`config.mk`:
```
export PLATFORM = sky130hd
export DESIGN_NAME = mr_run_ctrl
export DESIGN_NICKNAME = d
export VERILOG_FILES = /design/src/rtl/mr_run_ctrl_pkg.sv /design/src/rtl/mr_sat_counter.sv /design/src/rtl/mr_run_ctrl.sv
export SDC_FILE = /design/constraint.sdc
export NUM_CORES = 1
export LEC_CHECK = 0
export CAP_MARGIN = 20
export CELL_PAD_IN_SITES_DETAIL_PLACEMENT = 0
export CELL_PAD_IN_SITES_GLOBAL_PLACEMENT = 1
export CORE_MARGIN = 3
export CORE_UTILIZATION = 38
export CTS_BUF_LIST = sky130_fd_sc_hd__clkbuf_4 sky130_fd_sc_hd__clkbuf_8 sky130_fd_sc_hd__clkbuf_16
export DETAILED_ROUTE_END_ITERATION = 10
export PLACE_DENSITY = 0.89
export SKIP_LAST_GASP = 1
export SLEW_MARGIN = 20
export SYNTH_ARGS = -nofsm -noshare
export SYNTH_HDL_FRONTEND = slang
export SYNTH_SLANG_ARGS = --single-unit
```
`constraint.sdc`:
```
create_clock -name clk_1hz -period 2 [get_ports clk_1hz]
set_input_delay 0.2 -clock clk_1hz [delete_from_list [all_inputs] [get_ports clk_1hz]]
set_output_delay 0.2 -clock clk_1hz [all_outputs]
set_load 0.02 [all_outputs]
```
`src/rtl/mr_run_ctrl_pkg.sv`:
```
// Shared state encoding and default timing constants for the CPU run controller.
package mr_run_ctrl_pkg;

  typedef enum logic [2:0] {
    ST_HOLD   = 3'd0,
    ST_IDLE   = 3'd1,
    ST_RUN    = 3'd2,
    ST_STEP   = 3'd3,
    ST_HALTED = 3'd4
  } run_state_t;

  localparam int         DEF_RESET_CYCLES = 6;
  localparam logic [7:0] DEF_WDOG_LIMIT   = 8'd200;

endpackage

```
`src/rtl/mr_sat_counter.sv`:
```
// Up-counter with synchronous clear that sticks at all-ones instead of wrapping.
module mr_sat_counter #(
  parameter int W = 16
) (
  input  logic         clk_1hz,
  input  logic         RST,
  input  logic         i_clr,
  input  logic         i_en,
  output logic [W-1:0] o_count
);

  localparam logic [W-1:0] MAX_VAL = '1;
  localparam logic [W-1:0] ONE     = W'(1);

  logic [W-1:0] r_count;

  always_ff @(posedge clk_1hz) begin
    if (RST || i_clr) begin
      r_count <= '0;
    end else if (i_en && (r_count != MAX_VAL)) begin
      r_count <= r_count + ONE;
    end
  end

  assign o_count = r_count;

endmodule

```
`src/rtl/mr_run_ctrl.sv`:
```
// Run/step/halt sequencer for the CPU core: reset hold-off, clock enable, output capture and a
// stall watchdog that parks the core when its output port stops changing while free-running.
module mr_run_ctrl
  import mr_run_ctrl_pkg::*;
#(
  parameter int         RESET_CYCLES = DEF_RESET_CYCLES,
  parameter logic [7:0] WDOG_LIMIT   = DEF_WDOG_LIMIT
) (
  input  logic        clk_1hz,
  input  logic        RST,
  input  logic        run_req,
  input  logic        step_req,
  input  logic        halt_req,
  input  logic        reset_req,
  input  logic [15:0] cpu_out,
  input  logic        cpu_halt,
  output logic        cpu_rst,
  output logic        cpu_ce,
  output logic [15:0] disp,
  output logic [2:0]  state,
  output logic        fault,
  output logic [15:0] ce_count
);

  localparam logic [7:0] HOLD_LAST = 8'(RESET_CYCLES - 1);

  run_state_t  r_state;
  run_state_t  w_next;
  logic [7:0]  r_hold_cnt;
  logic [7:0]  r_wdog;
  logic [15:0] r_prev_out;
  logic [15:0] r_disp;
  logic        r_fault;
  logic        w_cpu_rst;
  logic        w_cpu_ce;
  logic        w_wdog_trip;

  // A CPU halt in the same cycle outranks the watchdog, so no fault is flagged then.
  assign w_wdog_trip = (r_state == ST_RUN) && !cpu_halt && (r_wdog == WDOG_LIMIT);

  always_ff @(posedge clk_1hz) begin
    if (RST) begin
      r_state <= ST_HOLD;
    end else begin
      r_state <= w_next;
    end
  end

  always_comb begin
    w_next = r_state;
    if (reset_req) begin
      w_next = ST_HOLD;
    end else begin
      case (r_state)
        ST_HOLD:   if (r_hold_cnt == HOLD_LAST) w_next = ST_IDLE;
        ST_IDLE: begin
          if (step_req)     w_next = ST_STEP;
          else if (run_req) w_next = ST_RUN;
        end
        ST_STEP:   w_next = cpu_halt ? ST_HALTED : ST_IDLE;
        ST_RUN: begin
          if (cpu_halt || w_wdog_trip) w_next = ST_HALTED;
          else if (halt_req)           w_next = ST_IDLE;
        end
        ST_HALTED: w_next = ST_HALTED;
        default:   w_next = ST_HOLD;
      endcase
    end
  end

  always_comb begin
    w_cpu_rst = 1'b0;
    w_cpu_ce  = 1'b0;
    case (r_state)
      ST_HOLD:         w_cpu_rst = 1'b1;
      ST_RUN, ST_STEP: w_cpu_ce  = 1'b1;
      default:         ;
    endcase
  end

  always_ff @(posedge clk_1hz) begin
    if (RST) begin
      r_prev_out <= '0;
    end else begin
      r_prev_out <= cpu_out;
    end
  end

  always_ff @(posedge clk_1hz) begin
    if (RST || reset_req) begin
      r_hold_cnt <= '0;
      r_wdog     <= '0;
      r_fault    <= 1'b0;
      r_disp     <= '0;
    end else begin
      r_hold_cnt <= (r_state == ST_HOLD) ? r_hold_cnt + 8'd1 : 8'd0;
      if ((r_state == ST_RUN) && (w_next == ST_RUN)) begin
        r_wdog <= (cpu_out != r_prev_out) ? 8'd0 : r_wdog + 8'd1;
      end else begin
        r_wdog <= '0;
      end
      if (w_wdog_trip) r_fault <= 1'b1;
      if (w_cpu_ce)    r_disp  <= cpu_out;
    end
  end

  mr_sat_counter #(
    .W(16)
  ) u_ce_count (
    .clk_1hz (clk_1hz),
    .RST     (RST),
    .i_clr   (reset_req),
    .i_en    (w_cpu_ce),
    .o_count (ce_count)
  );

  assign cpu_rst = w_cpu_rst;
  assign cpu_ce  = w_cpu_ce;
  assign disp    = r_disp;
  assign state   = r_state;
  assign fault   = r_fault;

endmodule

```
* After elaboration in Yosys (flattened, before gate mapping)
Index checks and enable logic that the tools add are counted.
** Storage, ports and cells
- ROM bits :: 0
- Memories kept :: 0
- Output and inout bits :: 38
- Register bits :: 68
- Bits of input ports :: 23
- Logic and storage cells :: 42
- Memory bits (writable) :: 0
- Latch bits :: 0
** Operators by class
- Shifts and indexed selects :: 0
- Reduce and logical (&&, ||, !) cells :: 11
- Bitwise logic cells :: 2
- Mux-type cells :: 10
- $lt $le $gt $ge :: 0
- Add/sub/neg operators :: 3
- Multipliers :: 0
- Div/mod/pow operators :: 0
- Equal/unequal tests :: 9
** Operators with widths (number)
- $mux W3 :: 7
- $add A16 B1 Y16 const B :: 1
- $add A8 B1 Y8 const B :: 2
- $ne A16 B16 Y1 :: 1
- $ne A16 B16 Y1 const B :: 1
- $pmux W3 S5 :: 1
- $eq A3 B2 Y1 const B :: 3
- $eq A8 B3 Y1 const B :: 1
- $eq A8 B8 Y1 const B :: 1
- $logic_and A1 B1 Y1 :: 4
- $reduce_or A2 Y1 :: 2
- $eq A3 B1 Y1 const B :: 1
- $eq A3 B3 Y1 const B :: 1
- $logic_not A3 Y1 :: 1
- $reduce_or A3 Y1 :: 1
- $logic_or A1 B1 Y1 :: 2
- $mux W1 :: 2
- $not A1 Y1 :: 2
- $logic_not A1 Y1 :: 1

* Longest topological paths before layout
Gate-level depths: netlist of the first run.
- Depth after elaboration :: 11
- Depth in mapped cells :: 6
- Mapped depth without buffers :: 6

* Modules after synthesis
Synthesis of the first run repeated with hierarchy kept, for this count alone.
** Unflattened totals
- Cell total of the unflattened synthesis :: 328
- Area, all modules :: 2994.1 µm²
** Modules (own cells, without submodules)
- mr_run_ctrl :: instances 1, cells each 233, area each 2147.1 µm²
- mr_sat_counter :: instances 1, cells each 95, area each 847.1 µm²

* Least setup slack after synthesis of the first run
OpenSTA, ideal clock, no wires.
- Kind :: register -> register
- Start :: register r_state[1], in the netlist state[1]
- End :: register u_ce_count.r_count[13], in the netlist u_ce_count.o_count[13]
- Data required time :: 1.929 ns
- Slack :: 0.115 ns
- Cell stages (with the launch flop) :: 7
- Period minus slack after synthesis :: 1.885 ns
- Data arrival time :: 1.815 ns
- Buffers on the path :: 2
- Cell sequence :: dfxtp_1 nand2b_1 buf_6 or3_1 buf_2 or4_1 a21oi_1
** Between the ends
- Longest elaborated chain between the ends :: 4
- Elaborated cells between the ends (all ways) :: 5
** Ends and longest elaborated chain
- start, declared :: line mr_run_ctrl.sv:27 : run_state_t r_state;
- start signal, assigned :: line mr_run_ctrl.sv:45 : r_state <= w_next;
- $eq A3 B2 Y1 :: line mr_run_ctrl.sv:74 : case (r_state)
- $reduce_or A2 Y1 (*) :: line mr_run_ctrl.sv:74
- $mux W1 (*) :: line mr_run_ctrl.sv:74
- $logic_and A1 B1 Y1 (*) :: line mr_sat_counter.sv:20 : end else if (i_en && (r_count != MAX_VAL)) begin
- end signal, assigned :: line mr_sat_counter.sv:21 : r_count <= r_count + ONE;
- end, declared :: line mr_sat_counter.sv:15 : logic [W-1:0] r_count;
Every way passes the cells marked *; elsewhere a longest branch is shown, timed or not.
A chain may end at the register's enable or synchronous reset.

* Final worst setup path of the first run
- Start :: register u_ce_count.r_count[3], in the netlist u_ce_count.o_count[3]
- End :: register u_ce_count.r_count[13], in the netlist u_ce_count.o_count[13]
** Between the ends
- Longest elaborated chain between the ends :: 2
- Elaborated cells between the ends (all ways) :: 3
** Ends and longest elaborated chain
- branches (longest 2 deep; another with $add A16 B1 Y16)
Several ways; the timed one is not identified.

==> out/metrics.csv, run 1 <==
stage,metric,value,unit
layout,design area,0.00395,mm²
min_path,Hold Startpoint,disp[5],
floorplanning,full die area,0.00872,mm²
layout,Nets,436,
sta,Fin. Hold Viols,0,
global_route,global-route wire length before repair,11200,µm
floorplanning,Initial Utilization,39.6,%
layout,"most common cell after layout, fill and taps aside",dfxtp_1,
sta,hold_ws,0.455,ns
critical_path,CP Capture Type,register,
synth,syn avg cell area,8.85,µm²
min_path,worst min path class,reg -> reg,
synth,ranking of synthesized cells by area,"dfxtp_1 47%, xor2_1 7.2%, nand2_1 5.4%",
placement,hpwl dp,4940,µm
clock_tree,Post-CTS Hold Buffers,0,
layout,# diodes,0,
layout,most frequent cells in the layout,"68 x dfxtp_1, 58 x clkdlybuf4s50_1, 42 x nand2_1, 26 x a21oi_1, 24 x xor2_1",
synth,Post-Synthesis Cells,328,
power,leakage power total,1.38,nW
layout,layout cells sized above 1,10.2,%
drt,1st-pass router iterations,5,
floorplanning,Ports,61,
critical_path,WS Path Type,reg -> reg,
floorplanning,Die X,93.4,µm
synth,post-synthesis register bit count,68,
placement,DP Area,0.00373,mm²
layout,Area Growth Syn to Fin,36.0,%
synth,post-synthesis sequential area ratio,46.9,%
power,peak supply drop,0.362,mV
placement,GPL Wtd Cong,0.768,
sta,Max-slew headroom,71.6,%
synth,fraction of registers with async set/reset,0,%
drt,WL final,6700,µm
floorplanning,Std-Cell Core Area,0.00733,mm²
synth,synthesis warning total,0,
sta,setup TNS,0,ns
critical_path,crit path DAT,2.07,ns
sta,Layout Skew,0.00411,ns
clock_tree,CTS tree,built,
clock_tree,Worst-Skew Late Latency,0.34,ns
clock_tree,CTS H-tree lvls,3,
drt,initial drt markers,135,
drt,Routed Antenna Nets,0,
run_status,status,finished clean,
clock_tree,clk slew on worst S/H paths,0.07,ns
synth,Post-Syn Area,0.00290,mm²
global_route,GRT Total Usage,16.1,%
flow_run,maxcap violations,0,
critical_path,Startpoint Class,register,
sta,unrepaired setup endpoints after global routing,false,
drt,WL/cell,13.1,µm
global_route,largest net degree at the start of global routing,21,
drt,DR vias,2582,
global_route,initial antenna violation count,0,
global_route,GRT overflow,0,
drt,DRC violations left,0,
clock_tree,CTS root buf,clkbuf_8,
synth,"EDFF count, synth",0,
layout,"Core Util, Final",53.8,%
critical_path,worst-path fanout max,7,
sta,fmax,556,MHz
clock_tree,postcts setup bufs,0,
floorplanning,Die H,93.4,µm
synth,top_reg_cell synth,dfxtp_1,
drt,vias per inst,5.05,
clock_tree,Clock Sinks,68,
global_route,vias in the first global route,2443,
critical_path,CP required,2.27,ns
synth,Yosys top cell area share,46.9,%
synth,"area leader, netlist",dfxtp_1,
synth,syn nets,356,
placement,port buffer count,60,
sta,Final Max Tran Viols,0,
sta,worst slew pin tran,0.423,ns
sta,minimum clock period,1.80,ns
floorplanning,row cnt,31,
critical_path,Worst setup startpoint,u_ce_count.o_count[3],
critical_path,reg2reg start,u_ce_count.o_count[3],
synth,post-synth cell types,46,
sta,final cycle utilization of the critical path,89.9,%
clock_tree,CTS max path bufs,2,
power,pwr/cell area,689,mW/mm²
sta,Final Setup Violations,0,
clock_tree,clock buffer count from CTS,9,
-- layout make-up --
class,count,area (µm²)
timing repair buffer,80,748
inverter,9,33.8
multi-input combinational,240,1470
tap,99,124
sequential,68,1360
fill,702,3390
clock buffer,10,131
clock inverter,5,77.6
-- critical path: stages (launching register included) --
cell,delay (ns)
dfxtp_1,0.40
nand2_1,0.18
or3_1,0.49
or4_1,0.50
a21oi_1,0.15
-- timing repair --
item                       CTS  global route
pin swaps                    0             1
setup endpoints to repair    2             8
resized for setup            2             1
-- synthesized netlist by cell type (all sizes together) (2+ instances only) --
library cell and number:
dfxtp 68, nand2 42, a21oi 26, xor2 24, nor2 23, nor2b 17, nor3 16, nand3 14
clkbuf 9, inv 9, nor4 7, or4 6, a31oi 5, ha 5, nand4 5, o21ai 5
and3 4, o31ai 4, or3 4, xnor2 4, a211oi 2, and2 2, and4bb 2, buf 2
nor3b 2, o311ai 2, o41ai 2
-- power breakdown --
part	switching [mW]	internal [mW]	leakage [nW]
sequential	0.00927	1.37	0.552
clock	0.497	0.704	0.106
combinational	0.0602	0.0739	0.719
total	0.567	2.15	1.38
-- through the flow --
| step | setup WS [ns] | total power [mW] | std cells |
|---|---|---|---|
| final | 0.201 | 2.72 | 511 |
| after detailed placement | -0.00915 | 1.55 | 496 |
| after CTS | 0.0759 | 2.76 | 511 |
| after floorplan | 0.115 | 1.47 | 328 |
| after global routing | 0.0270 | 2.84 | 511 |
| after global placement | 0.0774 | 1.55 | 496 |
-- final timing paths --
kind | endpoint | slack [ns] | depth (start not counted)
worst min-delay path | disp[5] | 0.46 | 2
worst max-delay path | u_ce_count.o_count[13] | 0.20 | 4
worst min register to register | disp[5] | 0.46 | 2
worst max register to register | u_ce_count.o_count[13] | 0.20 | 4
-- kinds of logic (layout without fill, tap and decap cells) --
kind of cell,after synthesis,after routing,synth area share (%)
XOR/XNOR,28,28,8.45
flip-flops,68,68,46.9
adder cells (fa/ha/maj),5,5,2.16
multiplexers,1,1,0.345
AND/OR/NAND/NOR,152,152,27.3
AO/OA/AOI/OAI,54,54,11.9
buffers and inverters,20,104,2.89
-- layer usage --
layer  GRT usage [%]  share of wire [%]
met5               0                  0
met4            5.13                1.0
met3            5.63                6.1
met2            26.4                 48
met1            19.7                 45
-- flip-flops by register name, summed over array words and instances, names as in the netlist --
register and count:
disp 16, r_prev_out 16, u_ce_count.o_count 16, r_hold_cnt 8, r_wdog 8, state 3, fault 1
Note: power is estimated with default switching activity, not from simulation.
==> inputs of run 2 (changes only) <==
- SETUP_SLACK_MARGIN: default -> 0.15
==> run 2 against run 1 <==
  * Die area did not move
  * Critical endpoint is now u_ce_count.o_count[7]
  * Largest power group unchanged
  * Sequential power barely moved
  * Combinational power barely moved
  * Sequential share of layout area fell by 0.12 points
==> out/metrics.csv, run 2 (same netlist as run 1, synthesis figures left out) <==
stage,metric,value,unit
run_status,status,finished clean,
critical_path,Startpoint Class,register,
critical_path,Crit-path slowest cell,or4_1,
floorplanning,Die X,93.4,µm
layout,Nets,438,
floorplanning,Ports,61,
critical_path,CP required,2.27,ns
drt,WL final,6850,µm
global_route,initial antenna violation count,0,
drt,WL/cell,13.3,µm
clock_tree,Clock Sinks,68,
layout,# diodes,0,
critical_path,Crit path buffers/inverters,0,
floorplanning,Initial Utilization,39.6,%
clock_tree,clock buffer count from CTS,9,
sta,minimum clock period,1.77,ns
sta,worst slew pin tran,0.422,ns
sta,Final Setup Violations,0,
critical_path,CP Capture Type,register,
sta,unrepaired setup endpoints after global routing,false,
power,Net Sw Power,0.623,mW
placement,GPL Wtd Cong,0.789,
sta,Layout Skew,0.00862,ns
power,switching share of power,23.5,%
placement,hpwl dp,4990,µm
critical_path,WS Path Type,reg -> reg,
power,peak supply drop,0.468,mV
sta,fmax,566,MHz
drt,vias per inst,5.01,
clock_tree,CTS root buf,clkbuf_8,
sta,Fin. Hold Viols,0,
sta,Final Max Tran Viols,0,
layout,layout cells sized above 1,12.5,%
critical_path,worst-path fanout max,7,
power,pwr/cell area,665,mW/mm²
global_route,largest net degree at the start of global routing,21,
drt,Routed Antenna Nets,0,
layout,Area Growth Syn to Fin,37.3,%
sta,final cycle utilization of the critical path,88.4,%
clock_tree,Post-CTS Hold Buffers,0,
clock_tree,Worst-Skew Late Latency,0.34,ns
sta,post-route setup slack,0.233,ns
layout,Fillers,665,
sta,setup TNS,0,ns
drt,initial drt markers,108,
clock_tree,clk slew on worst S/H paths,0.08,ns
power,Clk pwr share,42.8,%
clock_tree,CTS tree,built,
placement,port buffer count,60,
critical_path,CP max stage delay,0.50,ns
power,internal power,2.03,mW
floorplanning,Die H,93.4,µm
global_route,global-route wire length before repair,11700,µm
placement,DP Area,0.00373,mm²
power,leakage power total,1.38,nW
critical_path,Crit path max-delay family,simple AND/OR/NAND/NOR gates,
placement,pre-CTS WS,0.0225,ns
layout,"Core Util, Final",54.3,%
critical_path,CP Cell Sequence,nand2_1 > or3_1 > or4_1 > a21oi_1,
power,Comb pwr share,5.1,%
critical_path,crit path DAT,2.03,ns
drt,DR vias,2577,
flow_run,maxcap violations,0,
floorplanning,row cnt,31,
global_route,vias in the first global route,2549,
clock_tree,CTS max path bufs,2,
floorplanning,full die area,0.00872,mm²
layout,"most common cell after layout, fill and taps aside",dfxtp_1,
global_route,GRT Total Usage,16.9,%
layout,design area,0.00398,mm²
sta,Max-slew headroom,71.6,%
power,Seq pwr share,52.1,%
global_route,GRT overflow,0,
clock_tree,CTS H-tree lvls,3,
floorplanning,Std-Cell Core Area,0.00733,mm²
layout,most frequent cells in the layout,"63 x dfxtp_1, 58 x clkdlybuf4s50_1, 42 x nand2_1, 26 x a21oi_1, 24 x xor2_1",
drt,1st-pass router iterations,4,
drt,DRC violations left,0,
min_path,worst min path class,reg -> reg,
-- run 2: cell count changes in the layout (fill, tap and decap cells not counted), sizes merged --
cell,delta
clkinvlp,+2
buf,+2
bufinv,-1
clkinv,-1
inv,+2
clkbuf,-1
-- run 2: what timing repair did --
item,in CTS,in global routing
resized for setup,3,9
setup endpoints to repair,10,14
cloned,0,0
setup buffers,0,1
pin swaps,1,2
-- run 2: power by group through the flow --
stage	clock network (mW)	logic, mW	registers [mW]
3_5_place_dp	0	0.135	1.41
2_1_floorplan	0	0.0559	1.41
6_report	1.13	0.136	1.38
5_1_grt	1.23	0.151	1.38
3_3_place_gp	0	0.134	1.41
4_1_cts	1.17	0.136	1.38
-- run 2: final cells by class --
class / instances / area, µm² / share of cell area [%]
Multi-Input combinational cell: 240 / 1490 / 37.4
Sequential cell: 68 / 1370 / 34.4
Timing Repair Buffer: 82 / 767 / 19.3
Clock buffer: 9 / 124 / 3.11
Tap cell: 99 / 124 / 3.11
Clock inverter: 7 / 75.1 / 1.88
Inverter: 9 / 33.8 / 0.848
-- run 2: path summary, 6_finish.rpt --
kind | startpoint | endpoint | slack (ns) | cells past startpoint
worst max-delay path | u_ce_count.o_count[3] | u_ce_count.o_count[7] | 0.23 | 4
worst min-delay path | disp[2] | disp[2] | 0.46 | 2
worst max register to register | u_ce_count.o_count[3] | u_ce_count.o_count[7] | 0.23 | 4
worst min register to register | disp[2] | disp[2] | 0.46 | 2
-- run 2: worst reg2reg max path, cell delays in order, from the launching register on --
cell and delay, ns:
dfxtp_1 0.41, nand2_1 0.15, or3_1 0.48, or4_1 0.50, a21oi_1 0.15
-- run 2: metrics by stage --
step	hold WS (ns)	instances	total power, mW
global placement	0.442	497	1.55
CTS	0.460	513	2.69
floorplan	0.272	328	1.47
global route	0.477	514	2.76
detailed placement	0.450	497	1.55
finish	0.457	514	2.65
-- run 2: layer usage --
layer	global-route usage, %	wire length, µm
met2	27.9	3260
met5	0	0
met1	20.5	3120
met4	4.40	82
met3	6.76	391
